==> src/rtl/audio_pkg.sv <==
// Shared state encoding and width helpers for the audio envelope output stage.
package audio_pkg;

  typedef enum logic [2:0] {
    ST_IDLE    = 3'd0,
    ST_DECAY   = 3'd1,
    ST_SUSTAIN = 3'd2,
    ST_FADE    = 3'd3,
    ST_MUTED   = 3'd4
  } env_state_e;

  localparam int unsigned PWM_BITS_DFLT = 8;

  // Mid-scale PWM code: 50% duty, the silent operating point.
  function automatic int unsigned mid_of(input int unsigned bits);
    return 32'd1 << (bits - 1);
  endfunction

  function automatic int unsigned pre_width(input int unsigned div_a, input int unsigned div_b);
    int unsigned m;
    m = (div_a > div_b) ? div_a : div_b;
    return (m > 2) ? $clog2(m) : 1;
  endfunction

endpackage

==> src/rtl/audio_envelope_out_pwm_dac.sv <==
// Mid-centred PWM DAC: free-running counter compared against a duty built
// from the envelope half-amplitude around mid-scale.
module pwm_dac
  import audio_pkg::*;
#(
  parameter int unsigned PWM_BITS = PWM_BITS_DFLT
) (
  input  logic                clk,
  input  logic                rst,
  input  logic                tone_i,
  input  logic [PWM_BITS-1:0] env_i,
  output logic                pwm_o
);

  localparam logic [PWM_BITS-1:0] MID = PWM_BITS'(mid_of(PWM_BITS));

  logic [PWM_BITS-1:0] cnt_q, cnt_d;
  logic [PWM_BITS-1:0] half;
  logic [PWM_BITS-1:0] duty;
  logic                pwm_q, pwm_d;

  // env >> 1 keeps MID+h <= 2^W-1 and MID-h >= 1, so no wrap is possible.
  assign half  = env_i >> 1;
  assign duty  = tone_i ? (MID + half) : (MID - half);
  assign cnt_d = cnt_q + PWM_BITS'(1);
  assign pwm_d = (cnt_q < duty);

  always_ff @(posedge clk or posedge rst) begin
    if (rst) begin
      cnt_q <= '0;
      pwm_q <= 1'b0;
    end else begin
      cnt_q <= cnt_d;
      pwm_q <= pwm_d;
    end
  end

  assign pwm_o = pwm_q;

endmodule

==> src/rtl/audio_envelope_out.sv <==
// Speaker output stage: per-note decay envelope, mute fade and PWM drive.
//   state   | meaning
//   IDLE    | no note yet, env 0, amplifier off
//   DECAY   | env stepping down toward the sustain floor
//   SUSTAIN | env held (at floor, or at a note level below it)
//   FADE    | muting: env stepping down to 0
//   MUTED   | silent, amplifier off, waiting for mute release
module audio_envelope_out
  import audio_pkg::*;
#(
  parameter int unsigned PWM_BITS    = PWM_BITS_DFLT,
  parameter int unsigned DECAY_DIV   = 65536,
  parameter int unsigned DECAY_STEP  = 4,
  parameter int unsigned SUSTAIN_LVL = 64,
  parameter int unsigned FADE_DIV    = 16384
) (
  input  logic                clk,
  input  logic                rst,
  input  logic                tone_in,
  input  logic                note_start,
  input  logic [PWM_BITS-1:0] volume,
  input  logic                mute,
  output logic                pwm_out,
  output logic                amp_en,
  output logic [PWM_BITS-1:0] level
);

  localparam int unsigned         PRE_W      = pre_width(DECAY_DIV, FADE_DIV);
  localparam logic [PRE_W-1:0]    DECAY_LAST = PRE_W'(DECAY_DIV - 1);
  localparam logic [PRE_W-1:0]    FADE_LAST  = PRE_W'(FADE_DIV - 1);
  localparam logic [PWM_BITS-1:0] FLOOR      = PWM_BITS'(SUSTAIN_LVL);
  localparam logic [PWM_BITS-1:0] STEP       = PWM_BITS'(DECAY_STEP);

  env_state_e          state_q, state_d;
  logic [PWM_BITS-1:0] env_q, env_d;
  logic [PRE_W-1:0]    pre_q, pre_d;
  logic                tone_q;
  logic                amp_q, amp_d;
  logic [PWM_BITS-1:0] decay_nx;
  logic [PWM_BITS-1:0] fade_nx;

  // In DECAY env is always above FLOOR, so env-FLOOR cannot underflow.
  assign decay_nx = ((env_q - FLOOR) > STEP) ? (env_q - STEP) : FLOOR;
  assign fade_nx  = (env_q > STEP) ? (env_q - STEP) : '0;

  always_comb begin
    state_d = state_q;
    env_d   = env_q;
    pre_d   = pre_q;
    unique case (state_q)
      ST_IDLE: begin
        env_d = '0;
        pre_d = '0;
        if (mute) begin
          state_d = ST_MUTED;
        end else if (note_start) begin
          env_d   = volume;
          state_d = (volume > FLOOR) ? ST_DECAY : ST_SUSTAIN;
        end
      end
      ST_DECAY, ST_SUSTAIN: begin
        if (mute) begin
          state_d = ST_FADE;
          pre_d   = '0;
        end else if (note_start) begin
          env_d   = volume;
          pre_d   = '0;
          state_d = (volume > FLOOR) ? ST_DECAY : ST_SUSTAIN;
        end else if (state_q == ST_DECAY) begin
          if (pre_q == DECAY_LAST) begin
            pre_d = '0;
            env_d = decay_nx;
            if (decay_nx == FLOOR) state_d = ST_SUSTAIN;
          end else begin
            pre_d = pre_q + PRE_W'(1);
          end
        end
      end
      ST_FADE: begin
        if (env_q == '0) begin
          state_d = ST_MUTED;
          pre_d   = '0;
        end else if (pre_q == FADE_LAST) begin
          pre_d = '0;
          env_d = fade_nx;
          if (fade_nx == '0) state_d = ST_MUTED;
        end else begin
          pre_d = pre_q + PRE_W'(1);
        end
      end
      ST_MUTED: begin
        env_d = '0;
        pre_d = '0;
        if (!mute) state_d = ST_IDLE;
      end
      default: begin
        state_d = ST_IDLE;
        env_d   = '0;
        pre_d   = '0;
      end
    endcase
    amp_d = (state_d == ST_DECAY) || (state_d == ST_SUSTAIN) || (state_d == ST_FADE);
  end

  always_ff @(posedge clk or posedge rst) begin
    if (rst) begin
      state_q <= ST_IDLE;
      env_q   <= '0;
      pre_q   <= '0;
      tone_q  <= 1'b0;
      amp_q   <= 1'b0;
    end else begin
      state_q <= state_d;
      env_q   <= env_d;
      pre_q   <= pre_d;
      tone_q  <= tone_in;
      amp_q   <= amp_d;
    end
  end

  pwm_dac #(.PWM_BITS(PWM_BITS)) u_pwm_dac (
    .clk   (clk),
    .rst   (rst),
    .tone_i(tone_q),
    .env_i (env_q),
    .pwm_o (pwm_out)
  );

  assign amp_en = amp_q;
  assign level  = env_q;

endmodule

==> config.mk <==
export PLATFORM = sky130hd
export DESIGN_NAME = audio_envelope_out
export DESIGN_NICKNAME = d
export VERILOG_FILES = /design/src/rtl/audio_pkg.sv /design/src/rtl/audio_envelope_out_pwm_dac.sv /design/src/rtl/audio_envelope_out.sv
export SDC_FILE = /design/constraint.sdc
export NUM_CORES = 1
export LEC_CHECK = 0
export CORE_ASPECT_RATIO = 0.6
export CORE_MARGIN = 4
export CORE_UTILIZATION = 30
export CTS_CLUSTER_DIAMETER = 120
export DETAILED_ROUTE_END_ITERATION = 8
export MAX_ROUTING_LAYER = met4
export PLACE_DENSITY_LB_ADDON = 0.12
export REMOVE_ABC_BUFFERS = 1
export SYNTH_ARGS = -nofsm -noshare
export SYNTH_HDL_FRONTEND = slang
export SYNTH_SLANG_ARGS = --single-unit
==> constraint.sdc <==
create_clock -name clk -period 6.8 [get_ports clk]
set_input_delay 0.68 -clock clk [delete_from_list [all_inputs] [get_ports clk]]
set_output_delay 0.68 -clock clk [all_outputs]
set_load 0.02 [all_outputs]
# --- Word level (Yosys, flattened, before mapping) ---
# Cells that the tools add are included.
op_classes:
  reduce_logical: 7
  muxes: 32
  n_lt_le_gt_ge: 4
  add_sub_neg: 6
  n_eq_ne: 16
ops:
  columns: ["cell", "count"]
  rows:
  - ["$mux W16", 6]
  - ["$mux W8", 11]
  - ["$mux W3", 11]
  - ["$pmux W16 S2", 1]
  - ["$pmux W8 S3", 1]
  - ["$add A16 B1 Y16 const B", 1]
  - ["$eq A16 B14 Y1 const B", 1]
  - ["$eq A16 B16 Y1 const B", 1]
  - ["$gt A8 B3 Y1 const B", 2]
  - ["$logic_not A8 Y1", 2]
  - ["$eq A3 B2 Y1 const B", 4]
  - ["$pmux W3 S4", 1]
  - ["$add A8 B1 Y8 const B", 1]
  - ["$add A8 B7 Y8 const A", 1]
  - ["$eq A8 B7 Y1 const B", 1]
  - ["$gt A8 B7 Y1 const B", 1]
  - ["$lt A8 B8 Y1", 1]
  - ["$sub A8 B3 Y8 const B", 1]
  - ["$sub A8 B7 Y8 const A", 1]
  - ["$sub A8 B7 Y8 const B", 1]
  - ["$eq A3 B1 Y1 const B", 2]
  - ["$ne A2 B2 Y1 const B", 3]
  - ["$ne A3 B3 Y1 const B", 2]
  - ["$reduce_and A5 Y1", 1]
  - ["6 further kinds", 7]
totals:
  input_bits: 13
  out_inout_bits: 10
  elab_cells: 72
  ff_bits: 38

# --- Logic depth before layout (Yosys ltp) ---
depth:
  ltp_word: 13
  depth_mapped: 9
  ltp_nobuf: 9

# --- Modules after synthesis ---
# A second synthesis with hierarchy kept.
hier_totals:
  cells_unflattened: 276
  hier_area_um2: 2658.8
by_module_without_submodules:
  columns: ["mod", "n_inst", "cells_per_inst", "seq_area_each_um2", "area_each_um2"]
  rows:
  - ["audio_envelope_out", 1, 211, 725.7, 2019.4]
  - ["pwm_dac", 1, 65, 225.2, 639.4]

# --- Worst setup path after synthesis ---
# No wires, ideal clock.
synth_timing:
  kind: "reg-to-reg"
  start: "reg env_q[2] (netlist: level[2])"
  end: "reg amp_q (netlist: amp_en)"
  required_ns: 6.679
  path_slack_ns: 4.470
  stages_incl_launch_ff: 9
  synth_period_minus_slack_ns: 2.330
  arrival_time_ns: 2.208
  path_buffers: 0
  setup_time_ns: 0.121
  cell_sequence: "dfrtp_1 > inv_1 > ha_1 > xnor2_1 > nand4_1 > a2111oi_0 > nor2_1 > or3_4 > nand2b_1"
synth_between:
  elab_chain_cells: 13
  word_cells_on_any_way: 23
  cone_classes: "add/sub: 2; order compare: 2; eq/ne: 4; mux: 11; reduce/logical: 4"
synth_lines:
  columns: ["element", "line_no", "source"]
  rows:
  - ["start, declared", "audio_envelope_out.sv:35", "logic [PWM_BITS-1:0] env_q, env_d;"]
  - ["start signal, assigned", "audio_envelope_out.sv:114", "env_q <= env_d;"]
  - ["$sub A8 B7 Y8", "audio_envelope_out.sv:43", "assign decay_nx = ((env_q - FLOOR) > STEP) ? (env_q - STEP) : FLOOR;"]
  - ["$gt A8 B3 Y1", "audio_envelope_out.sv:43", null]
  - ["$mux W8", "audio_envelope_out.sv:43", null]
  - ["$eq A8 B7 Y1", "audio_envelope_out.sv:73", "if (decay_nx == FLOOR) state_d = ST_SUSTAIN;"]
  - ["$mux W3", "audio_envelope_out.sv:73", null]
  - ["$mux W3", "audio_envelope_out.sv:70", "if (pre_q == DECAY_LAST) begin"]
  - ["$mux W3", "audio_envelope_out.sv:69", "end else if (state_q == ST_DECAY) begin"]
  - ["$mux W3", "audio_envelope_out.sv:65", "end else if (note_start) begin"]
  - ["$mux W3", "audio_envelope_out.sv:62", "if (mute) begin"]
  - ["$pmux W3 S4 *", "audio_envelope_out.sv:50", "unique case (state_q)"]
  - ["net state_d[0]", "audio_envelope_out.sv:34", "env_state_e state_q, state_d;"]
  - ["$eq A3 B1 Y1 or $eq A3 B2 Y1 (tied branches)", "audio_envelope_out.sv:102", "amp_d = (state_d == ST_DECAY) || (state_d == ST_SUSTAIN) || (state_d == ST_FADE);"]
  - ["$logic_or A1 B1 Y1", "audio_envelope_out.sv:102", null]
  - ["$logic_or A1 B1 Y1 *", "audio_envelope_out.sv:102", null]
  - ["net amp_d", "audio_envelope_out.sv:38", "logic amp_q, amp_d;"]
  - ["end signal, assigned", "audio_envelope_out.sv:117", "amp_q <= amp_d;"]
  - ["end, declared", "audio_envelope_out.sv:38", null]
# Mark *: on every way through the listed nets, which the timed path passes. The rest lies on a longest branch.
# A chain may end at the register's enable or synchronous reset.

# --- Worst setup path after layout ---
# Ends and elaborated chain as after synthesis.

==> flow_summary_export.csv <==
group,metric,value,unit
status,status,"complete, no violations",
die,chipWidth,124,um
sta,tightest_slew,0.780,ns
route,avgViaCountPerCell,5.05,
layout,final_nets,314,
die,die_area,9690,sq um
place,portBuffers,22,
clock_network,worstSkewPairLatency,0.28,ns
logic_synthesis,synthTopCellsByCount,"dfrtp_1, nor2_1, nand2_1",
sta,setup_viol,0,
route,first_iter_violations,140,
pwr,irDropWorstVdd,0.165,mV
setup_path,path_cells,"inv_1 > ha_1 > xnor2_1 > nand4_1 > a2111oi_0 > nor2_1 > or3_4 > nand2b_1",
clock_network,clockBufferDepth,2,
sta,slew_viol_final,0,
sta,min_period,2.78,ns
layout,n_antenna_cell,0,
logic_synthesis,synth_edf_count,0,
place,place_ws,3.95,ns
route,dr.pass1.iters,4,
sta,fmax,360,MHz
die,die_y,77.9,um
layout,seq_area,951,sq um
global_routing,grt_pass1_vias,1840,
job,cap_violations,0,
sta,rsz0062_at_grt,"no",
sta,relSlewSlack,0.467,
clock_network,cts_tree,"done",
clock_network,path_clk_slew,0.06,ns
clock_network,clock_sinks,38,
die,rows,25,
setup_path,cp-end-kind,"flip-flop",
clock_network,post_cts_resized,0,
sta,finalHoldViolations,0,
die,core_area,7880,sq um
logic_synthesis,async_flop_share,1.00,
clock_network,cts_hold_buf,0,
setup_path,criticalPathCategory,"flip-flop to flip-flop",
route,dr_total_vias,2003,
logic_synthesis,post-synth-top-count-cell,"dfrtp_1",
setup_path,worstPathRequired,6.96,ns
logic_synthesis,yosysUniqueCellTypes,54,
place,place_area,2740,sq um
setup_path,critPathLaunchType,"flip-flop",
logic_synthesis,synth_top_area_cell,"dfrtp_1",
logic_synthesis,synth_ff_type,"dfrtp_1",
setup_path,cp.arrival,2.94,ns
layout,syn2layout_area_growth,19.1,%
logic_synthesis,yosysSeqAreaShare,0.390,
place,placed_cells,389,
logic_synthesis,ys_warn_count,0,
logic_synthesis,synth_top_area_frac,0.390,
global_routing,grt_pass1_wl,9920,um
pwr,leakage,1.19,nW
logic_synthesis,syn_avg_cell_area,9.10,sq um
route,ant_nets,0,
sta,clock_skew,0.00428,ns
layout,finish.utilization,0.369,
layout,final_area,2910,sq um
layout,n_fill_cell,822,
place,dp_hpwl,4520,um
global_routing,grt_overflow,0,
route,post_drt_wl_per_cell,15.0,um
die,io_pins,23,
logic_synthesis,synth_area,2440,sq um
layout,layoutNonFillerInstCount,397,
layout,drive_gt1_frac,0.0623,
sta,fin_crit_sh,0.409,
global_routing,grt_max_degree,39,
die,start_util,0.310,
clock_network,cts-root-buf,"clkbuf_16",
clock_network,post-cts-setup-buffers,0,
global_routing,antenna_found_initial,0,
sta,finalSetupTns,0,ns
setup_path,max_stage_delay,0.77,ns
route,drc,0,
sta,worst_slack,4.02,ns
route,wl,5970,um
logic_synthesis,syn_inst,268,
clock_network,h-tree-depth,2,
layout,multi_input_area,1390,sq um
logic_synthesis,synth.area.top_cells,"dfrtp_1, ha_1, xnor2_1",
setup_path,path_max_fanout,9,
global_routing,track_usage,0.131,
hold_path,min_path_type,"flip-flop to flip-flop",
setup_path,slowest_stage,"a2111oi_0",
place,place_congestion,0.789,
clock_network,cts_made_buffers,5,
logic_synthesis,synth_seq_cells,38,
pwr,powerDensity,405,nW/um^2
==> logic make-up after synthesis <==
family                   Yosys count  synth area share
AO/OA/AOI/OAI                     64             0.173
XOR/XNOR                          21            0.0754
adder cells (fa/ha/maj)           13            0.0667
buffers and inverters             19            0.0395
flip-flops                        38             0.390
multiplexers                       1           0.00410
AND/OR/NAND/NOR                  112             0.251
==> metal layers <==
layer  track usage  wire, um  vias to the layer above
li1              -         -                     1022
met1         0.223      3660                      940
met2         0.145      2010                       39
met3        0.0296       280                        2
met4        0.0263        24                        0
met5             -         0                        -
==> path summary, 6_finish.rpt <==
kind / from / to / slack [ns] / cells past startpoint
min: u_pwm_dac.cnt_q[7] / u_pwm_dac.cnt_q[7] / 0.49 / 1
min in group asynchronous: rst / pre_q[2] / 0.85 / 3
max in group asynchronous: rst / level[0] / 5.60 / 3
max reg2reg: level[2] / amp_en / 4.02 / 8
max: level[2] / amp_en / 4.02 / 8
min reg2reg: u_pwm_dac.cnt_q[7] / u_pwm_dac.cnt_q[7] / 0.49 / 1
==> flip-flops by register name, indices dropped and copies added (netlist names) <==
register and cells:
pre_q 16, level 8, u_pwm_dac.cnt_q 8, state_q 3, amp_en 1, tone_q 1, u_pwm_dac.pwm_o 1
==> per-stage QoR <==
stage | hold slack (ns) | total power [mW]
after floorplan | 0.450 | 0.736
after global placement | 0.479 | 0.922
after detailed placement | 0.479 | 0.918
after CTS | 0.491 | 1.19
after global routing | 0.503 | 1.27
final | 0.487 | 1.18
==> critical path: cells and delay by family (launching register included) <==
family / cells / cell delay (ns)
flops: 1 / 0.53
simple gates: 4 / 0.76
buf+inv: 1 / 0.14
compound gates: 1 / 0.77
fa+ha+maj: 1 / 0.31
xor+xnor: 1 / 0.16
==> cells in the final DEF (no fill, tap or decap), types with 4 or more instances in the layout <==
cell type / instances
nor3_1: 7
ha_1: 13
nand3_1: 13
nor2_1: 25
dfrtp_1: 38
nand2_1: 24
inv_1: 9
a21oi_1: 12
xor2_1: 8
nor2b_1: 5
clkdlybuf4s50_1: 22
nand4_1: 10
o21ai_1: 4
o21ai_0: 16
xnor2_1: 13
nand2b_1: 4
clkbuf_16: 5
==> cell type report <==
class | count | area share
multi-input cells | 211 | 0.479
flip-flops and latches | 38 | 0.327
repair buffers | 23 | 0.0784
well taps | 108 | 0.0465
clock buffers | 5 | 0.0431
clock inverters | 3 | 0.0138
inverters | 9 | 0.0116
==> where the power goes <==
part | switching, mW | internal (mW) | total, mW
clock | 0.0933 | 0.172 | 0.265
combinational | 0.315 | 0.246 | 0.561
sequential | 0.0820 | 0.268 | 0.350
(Power assumes the default switching activity.)
